File: config.mk
export PLATFORM = sky130hd
export DESIGN_NAME = ps2_host_tx
export DESIGN_NICKNAME = d
export VERILOG_FILES = /design/src/rtl/ps2_host_tx.sv
export SDC_FILE = /design/constraint.sdc
export NUM_CORES = 1
export LEC_CHECK = 0
export CORE_ASPECT_RATIO = 1.75
export CORE_MARGIN = 2
export CORE_UTILIZATION = 45
export CTS_CLUSTER_SIZE = 28
export DETAILED_ROUTE_END_ITERATION = 12
export GPL_TIMING_DRIVEN = 1
export PLACE_DENSITY = 0.66
export SETUP_SLACK_MARGIN = 0.2
export SYNTH_ARGS = -nofsm -noshare
export SYNTH_HDL_FRONTEND = slang
export SYNTH_SLANG_ARGS = --single-unit
File: constraint.sdc
create_clock -name clk -period 2.63 [get_ports clk]
set_input_delay 0.526 -clock clk [delete_from_list [all_inputs] [get_ports clk]]
set_output_delay 0.526 -clock clk [all_outputs]
set_load 0.02 [all_outputs]
File: src/rtl/ps2_host_tx.sv
// PS/2 host-to-device transmitter: inhibits the clock, issues request-to-send,
// shifts one byte plus odd parity and stop out on device clock edges, checks the ack.
`timescale 1ns/1ps
module ps2_host_tx #(
  parameter int INHIBIT_CYCLES = 4000,
  parameter int SETUP_CYCLES   = 40,
  parameter int TIMEOUT_CYCLES = 80000
) (
  input  logic       clk,
  input  logic       rst_n,
  input  logic       clkps2,
  input  logic       dataps2,
  output logic       clkps2_oe,
  output logic       dataps2_oe,
  input  logic [7:0] tx_data,
  input  logic       tx_start,
  output logic       tx_busy,
  output logic       tx_done,
  output logic       tx_error
);

  localparam int PHASE_MAX = (INHIBIT_CYCLES > SETUP_CYCLES) ? INHIBIT_CYCLES : SETUP_CYCLES;
  localparam int PW = $clog2(PHASE_MAX + 1);
  localparam int TW = $clog2(TIMEOUT_CYCLES + 1);
  localparam logic [PW-1:0] INHIBIT_LAST = PW'(INHIBIT_CYCLES - 1);
  localparam logic [PW-1:0] SETUP_LAST   = PW'(SETUP_CYCLES - 1);
  localparam logic [TW-1:0] TIMEOUT_LAST = TW'(TIMEOUT_CYCLES - 1);

  typedef enum logic [2:0] {
    S_IDLE, S_INHIBIT, S_SETUP, S_BITS, S_ACK, S_WAIT_IDLE
  } state_t;

  state_t state, state_next;

  logic          clk_meta, clk_sync, clk_prev;
  logic          data_meta, data_sync;
  logic          ps2_fall;
  logic [9:0]    shreg;
  logic          cur_bit;
  logic [3:0]    bit_idx;
  logic [PW-1:0] phase_cnt;
  logic [TW-1:0] tcnt;
  logic          accept, timeout, done_set, err_set, in_frame;

  // Pads idle high, so the synchronizers reset to 1 to avoid a false edge.
  always_ff @(posedge clk or negedge rst_n) begin
    if (!rst_n) begin
      clk_meta  <= 1'b1;
      clk_sync  <= 1'b1;
      clk_prev  <= 1'b1;
      data_meta <= 1'b1;
      data_sync <= 1'b1;
    end else begin
      clk_meta  <= clkps2;
      clk_sync  <= clk_meta;
      clk_prev  <= clk_sync;
      data_meta <= dataps2;
      data_sync <= data_meta;
    end
  end

  assign ps2_fall = clk_prev & ~clk_sync;

  // Request handshake: tx_start is taken only in IDLE and not in the cycle a
  // done/error pulse is shown; tx_busy stays high from the cycle after
  // acceptance until the cycle the completion pulse appears.
  assign accept   = (state == S_IDLE) & tx_start & ~tx_done & ~tx_error;
  assign in_frame = (state == S_BITS) | (state == S_ACK) | (state == S_WAIT_IDLE);
  assign timeout  = in_frame & (tcnt == TIMEOUT_LAST);
  assign err_set  = timeout | ((state == S_ACK) & ps2_fall & data_sync);
  assign done_set = (state == S_WAIT_IDLE) & ~timeout & clk_sync & data_sync;

  always_ff @(posedge clk or negedge rst_n) begin
    if (!rst_n) state <= S_IDLE;
    else        state <= state_next;
  end

  always_comb begin
    state_next = state;
    case (state)
      S_IDLE:      if (accept) state_next = S_INHIBIT;
      S_INHIBIT:   if (phase_cnt == INHIBIT_LAST) state_next = S_SETUP;
      S_SETUP:     if (phase_cnt == SETUP_LAST) state_next = S_BITS;
      S_BITS: begin
        if (timeout)                           state_next = S_IDLE;
        else if (ps2_fall && bit_idx == 4'd9)  state_next = S_ACK;
      end
      S_ACK: begin
        if (timeout)       state_next = S_IDLE;
        else if (ps2_fall) state_next = data_sync ? S_IDLE : S_WAIT_IDLE;
      end
      S_WAIT_IDLE: if (timeout || done_set) state_next = S_IDLE;
      default:     state_next = S_IDLE;
    endcase
  end

  always_comb begin
    clkps2_oe  = 1'b0;
    dataps2_oe = 1'b0;
    tx_busy    = (state != S_IDLE);
    case (state)
      S_INHIBIT: clkps2_oe = 1'b1;
      S_SETUP: begin
        clkps2_oe  = 1'b1;
        dataps2_oe = 1'b1;
      end
      S_BITS:  dataps2_oe = ~cur_bit;
      default: ;
    endcase
  end

  always_ff @(posedge clk or negedge rst_n) begin
    if (!rst_n) begin
      shreg     <= '0;
      cur_bit   <= 1'b1;
      bit_idx   <= '0;
      phase_cnt <= '0;
      tcnt      <= '0;
      tx_done   <= 1'b0;
      tx_error  <= 1'b0;
    end else begin
      tx_done  <= done_set;
      tx_error <= err_set;
      case (state)
        S_IDLE: begin
          if (accept) begin
            shreg     <= {1'b1, ~^tx_data, tx_data};
            phase_cnt <= '0;
          end
        end
        S_INHIBIT: phase_cnt <= (phase_cnt == INHIBIT_LAST) ? '0 : phase_cnt + PW'(1);
        S_SETUP: begin
          phase_cnt <= phase_cnt + PW'(1);
          if (phase_cnt == SETUP_LAST) begin
            cur_bit <= 1'b0;
            bit_idx <= '0;
            tcnt    <= '0;
          end
        end
        default: begin
          if (in_frame && tcnt != TIMEOUT_LAST) tcnt <= tcnt + TW'(1);
          // Start bit is already on the line; each edge advances one bit LSB first.
          if (state == S_BITS && ps2_fall) begin
            cur_bit <= shreg[0];
            shreg   <= {1'b0, shreg[9:1]};
            bit_idx <= bit_idx + 4'd1;
          end
        end
      endcase
    end
  end

endmodule

# After elaboration in Yosys (flattened, before gate mapping)
# Index checks and enable logic that the tools add are counted.
[classes]
n_reduce_logical = 18
muxes = 27
n_eq_ne = 16
add_sub_neg = 3
bitwise = 20
[ops]
columns = ["op", "n"]
rows = [
  ["one-hot mux 12 bit (3 select lines)", 1],
  ["2-to-1 mux 17 bit", 2],
  ["one-hot mux 17 bit (2 select lines)", 1],
  ["2-to-1 mux 3 bit", 9],
  ["2-to-1 mux 12 bit", 2],
  ["2-to-1 mux 10 bit", 2],
  ["one-hot mux 10 bit (2 select lines)", 1],
  ["one-hot mux 3 bit (6 select lines)", 1],
  ["adder 17 x 1 -> 17 bit (second input constant)", 1],
  ["equality test 17 bit (second input constant)", 1],
  ["!= test 17 bit (second input constant)", 1],
  ["adder 12 x 1 -> 12 bit (second input constant)", 1],
  ["equality test 12 bit (second input constant)", 1],
  ["equality test 12 x 6 -> 1 bit (second input constant)", 1],
  ["bitwise AND 1 bit", 10],
  ["AND reduction 3 bit", 3],
  ["2-to-1 mux 4 bit", 2],
  ["one-hot mux 4 bit (2 select lines)", 1],
  ["XNOR reduction 8 bit", 1],
  ["NOT 1 bit", 7],
  ["equality test 3 x 2 -> 1 bit (second input constant)", 2],
  ["equality test 3 bit (second input constant)", 2],
  ["!= test 2 bit (second input constant)", 3],
  ["AND reduction 6 bit", 1],
  ["other kinds (16)", 27],
]
[word_totals]
ff_bits = 54
input_bits = 13
output_inout_bits = 5

# Longest topological paths before layout
[depth]
ltp_word = 11
ltp_mapped = 8

# Worst setup path before layout
# Ideal clock, no wire load.
[synth_timing]
path_type = "register -> register"
from = "register phase_cnt[0]"
to = "register tcnt[12]"
setup_slack_ns = 0.096
t_arrival_ns = 2.455
period_less_slack_ns = 2.534
path_buffers = 2
path_stages_with_launch = 9
cell_sequence = "dfrtp_1 ha_1 or4bb_1 or4_4 buf_6 o2bb2ai_4 buf_6 or4_1 a21oi_1"
[synth_between]
elab_chain_cells = 3
[synth_lines]
columns = ["item", "line_no", "text"]
rows = [
  ["start, declared", "41", "logic [PW-1:0] phase_cnt;"],
  ["start signal, assigned", "131", "S_INHIBIT: phase_cnt <= (phase_cnt == INHIBIT_LAST) ? '0 : phase_cnt + PW'(1);"],
  ["start signal, assigned", "133", "phase_cnt <= phase_cnt + PW'(1);"],
  ["equality test 12 x 6 -> 1 bit", "134", "if (phase_cnt == SETUP_LAST) begin"],
  ["!= test 2 bit (no source line)", "--", ""],
  ["AND reduction 3 bit (no source line)", "--", ""],
  ["end signal, assigned", "141", "if (in_frame && tcnt != TIMEOUT_LAST) tcnt <= tcnt + TW'(1);"],
  ["end, declared", "42", "logic [TW-1:0] tcnt;"],
]
# No other way between the ends.
# A chain may end at the register's enable or synchronous reset.

# Worst setup path after layout
# Ends and elaborated chain as after synthesis.

==> run_results.csv <==
group,metric,value,unit
status,status,"completed",
logic_synthesis,async_reset_ff_share,100,%
die,core,6180,um^2
logic_synthesis,yosys-top-cells-area,"dfrtp_1 42%, nand2_1 5.8%, dfstp_2 5.5%",
route,routed_via_density,5.62,
pwr,cellLeakagePower,0.00136,uW
route,vias,2378,
setup_path,cp.arrival,2700,ps
cells_and_area,nets,359,
logic_synthesis,yosys_warnings,0,
logic_synthesis,synth_cell_type_count,47,
pwr,clockPowerShare,36.3,%
timing,slew_headroom,37.5,%
route,ant_nets,0,
logic_synthesis,yosysTopAreaCellShare,42.0,%
logic_synthesis,synth.most_common_cell,"dfrtp_1",
logic_synthesis,syn_inst,311,
setup_path,startpoint_type,"flip-flop",
setup_path,required,2890,ps
die,num_rows,38,
worst_hold_path,worstHoldPathType,"primary input to async pin",
timing,tightest_slew,930,ps
setup_path,crit_fanout,8,
clock_tree,clkSlewWorstSetupHoldPaths,100,ps
die,die_area,7030,um^2
route,drt_wl_total,6270,um
logic_synthesis,yosysSeqAreaShare,47.5,%
timing,hold_violations,0,
placed_design,port_buffers,17,
pwr,max-vdd-ir-drop,0.380,mV
global_route,grt_max_degree,22,
die,ioPinCount,18,
setup_path,critical-path-max-stage-delay,560,ps
clock_tree,numCtsBuffers,5,
timing,period_share,92.7,%
route,drc,0,
cells_and_area,drive_above_1_share,16.3,%
cells_and_area,fillers,569,
pwr,p_int,1110,uW
logic_synthesis,synth_area_leader_cell,"dfrtp_1",
setup_path,critPathKind,"flip-flop to flip-flop",
timing,slew_viol_final,0,
clock_tree,cts_num_sinks,54,
pwr,power_frac_seq,59.4,%
timing,rsz0062_at_grt,"yes",
clock_tree,clock_path_buffers,2,
clock_tree,tritoncts,"yes",
logic_synthesis,yosys_register_bits,54,
timing,fmaxAchievable,410,MHz
timing,fin_crit,2440,ps
pwr,p_sw,304,uW
pwr,power.density,418,nW/um^2
pwr,swShare,21.5,%
placed_design,gp_congestion,0.779,
logic_synthesis,syn_area_per_cell,9.19,um^2
pwr,comb_power_share,4.4,%
global_route,grt_pass1_vias,2378,
clock_tree,clock_latency,320,ps
cells_and_area,areaGrowthSynthToFinish,18.3,%
placed_design,dp_hpwl,4410,um
logic_synthesis,syn-cell-area,2860,um^2
logic_synthesis,synth_nets,328,
die,dieWidth,64.3,um
logic_synthesis,synth_commonest_cells,"48 x dfrtp_1, 44 x nand2_1, 31 x nor2_1",
cells_and_area,num_antenna_cells,0,
global_route,antenna_found_initial,0,
timing,setup_violations,0,
die,start_util,46.3,%
global_route,grt_usage,19.3,%
die,die_y,109,um
route,drt_pass1_iterations,4,
cells_and_area,final_design_area_no_fill,3380,um^2
route,drt_iter0_drc,163,
timing,finalClockSkew,10.8,ps
clock_tree,htreeDepth,2,
placed_design,placed_area,3160,um^2
timing,fin_hold_ws,141,ps
flow_run,drv_cap,0,
logic_synthesis,synth_edf_count,0,
global_route,grt_pass1_wl,10600,um
setup_path,endpoint_kind,"flip-flop",
route,wl_per_cell,14.8,um
global_route,grt_overflow,0,
logic_synthesis,ys.flop_type,"dfrtp_1",
setup_path,cp_cell_sequence,"ha_4 > or4bb_1 > or4_4 > o2bb2ai_4 > or4_1 > a21oi_2",
setup_path,cpMaxStageDelayCell,"or4_4",
timing,tns,0,ps
clock_tree,cts_root_buf,"clkbuf_8",
clock_tree,cts_hold_buffers,0,
-- final cells by class --
| class | count | area [um^2] | area share [%] |
|---|---|---|---|
| Clock buffer | 7 | 96.3 | 2.85 |
| Inverter | 9 | 33.8 | 0.999 |
| Tap cell | 80 | 100 | 2.96 |
| Clock inverter | 1 | 8.76 | 0.259 |
| Multi-Input combinational cell | 236 | 1470 | 43.6 |
| Sequential cell | 54 | 1360 | 40.2 |
| Timing Repair Buffer | 36 | 310 | 9.18 |
-- layer usage --
layer  global-route usage (%)  share of wire, %  vias to the layer above
met5                        0                 0                        -
met4                     8.05               1.9                        0
met3                     3.68               2.1                       12
met2                     34.5                54                       29
met1                     22.6                42                     1163
li1                         -                 -                     1174
-- placed cells by master, fill, tap and decap left out, types with 3 or more instances in the layout --
cell type	instances
or3_1	9
inv_1	9
o31ai_1	4
dfrtp_1	48
a211oi_1	3
ha_1	3
xor2_1	4
nor2_1	31
dfstp_2	6
o21ai_0	13
or2_2	3
buf_4	18
a21oi_2	5
o21ai_1	4
nand3_1	9
nand2b_1	8
clkdlybuf4s50_1	15
xnor2_1	13
a21oi_1	15
nand2_1	44
nand4_1	5
nor3_1	7
mux2_2	3
clkbuf_8	7
a31oi_1	11
-- power by group through the flow --
| stage | sequential [uW] | clock, uW | combinational, uW |
|---|---|---|---|
| after floorplan | 855 | 0 | 20.9 |
| after global placement | 855 | 0 | 63.0 |
| after detailed placement | 856 | 0 | 63.6 |
| after CTS | 840 | 531 | 63.8 |
| after global routing | 840 | 569 | 69.7 |
| final | 839 | 513 | 61.5 |
-- registers in the layout, summed over array words and instances, names as in the netlist, 3 cells and up --
| register | flops |
|---|---|
| shreg | 10 |
| phase_cnt | 12 |
| state | 3 |
| tcnt | 17 |
| bit_idx | 4 |
-- cell families (layout without fill, tap and decap cells) --
logic type,after synthesis,count (layout),share of synthesized area (%)
and+or+nand+nor,136,136,23.5
AOI/OAI and AO/OA,73,74,16.7
DFF,54,54,47.5
buffers and inverters,22,53,3.41
adders and majority gates,4,4,1.75
xor gates and xnor gates,17,17,5.21
muxes,5,5,1.88
-- worst paths after layout --
check,from,end,slack [ps],depth (start not counted)
max,phase_cnt[0]$_DFFE_PN0P_,tcnt[12]$_DFFE_PN0P_,190,6
max in group asynchronous,rst_n,clk_prev$_DFF_PN1_,1780,2
min reg2reg,data_meta$_DFF_PN1_,data_sync$_DFF_PN1_,360,0
max reg2reg,phase_cnt[0]$_DFFE_PN0P_,tcnt[12]$_DFFE_PN0P_,190,6
min,rst_n,tcnt[12]$_DFFE_PN0P_,140,1
min in group clk,data_meta$_DFF_PN1_,data_sync$_DFF_PN1_,360,0
-- critical path, delay by kind of cell, from the launching register on --
family | cells | cell delay (ps)
AO/OA/AOI/OAI | 2 | 300
adder cells (fa/ha/maj) | 1 | 170
flip-flops | 1 | 430
AND/OR/NAND/NOR | 3 | 1480
-- stage by stage --
stage / total power, uW / setup slack (ps) / util, % / cells
after floorplan: 876 / 204 / - / 311
after global routing: 1480 / 126 / 54.7 / 423
final: 1410 / 192 / 54.7 / 423
after CTS: 1430 / 187 / 53.0 / 416
after global placement: 918 / 241 / 51.1 / 407
after detailed placement: 919 / 169 / 51.1 / 407
-- what timing repair did --
item / CTS / global route
cloned: 1 / 0
setup buffers: 0 / 7
gates resized for setup: 1 / 19
setup endpoints to repair: 3 / 17
hold endpoints to repair: 0 / 0
pin swaps: 0 / 8
No activity file was read; power rests on OpenSTA's default activity.
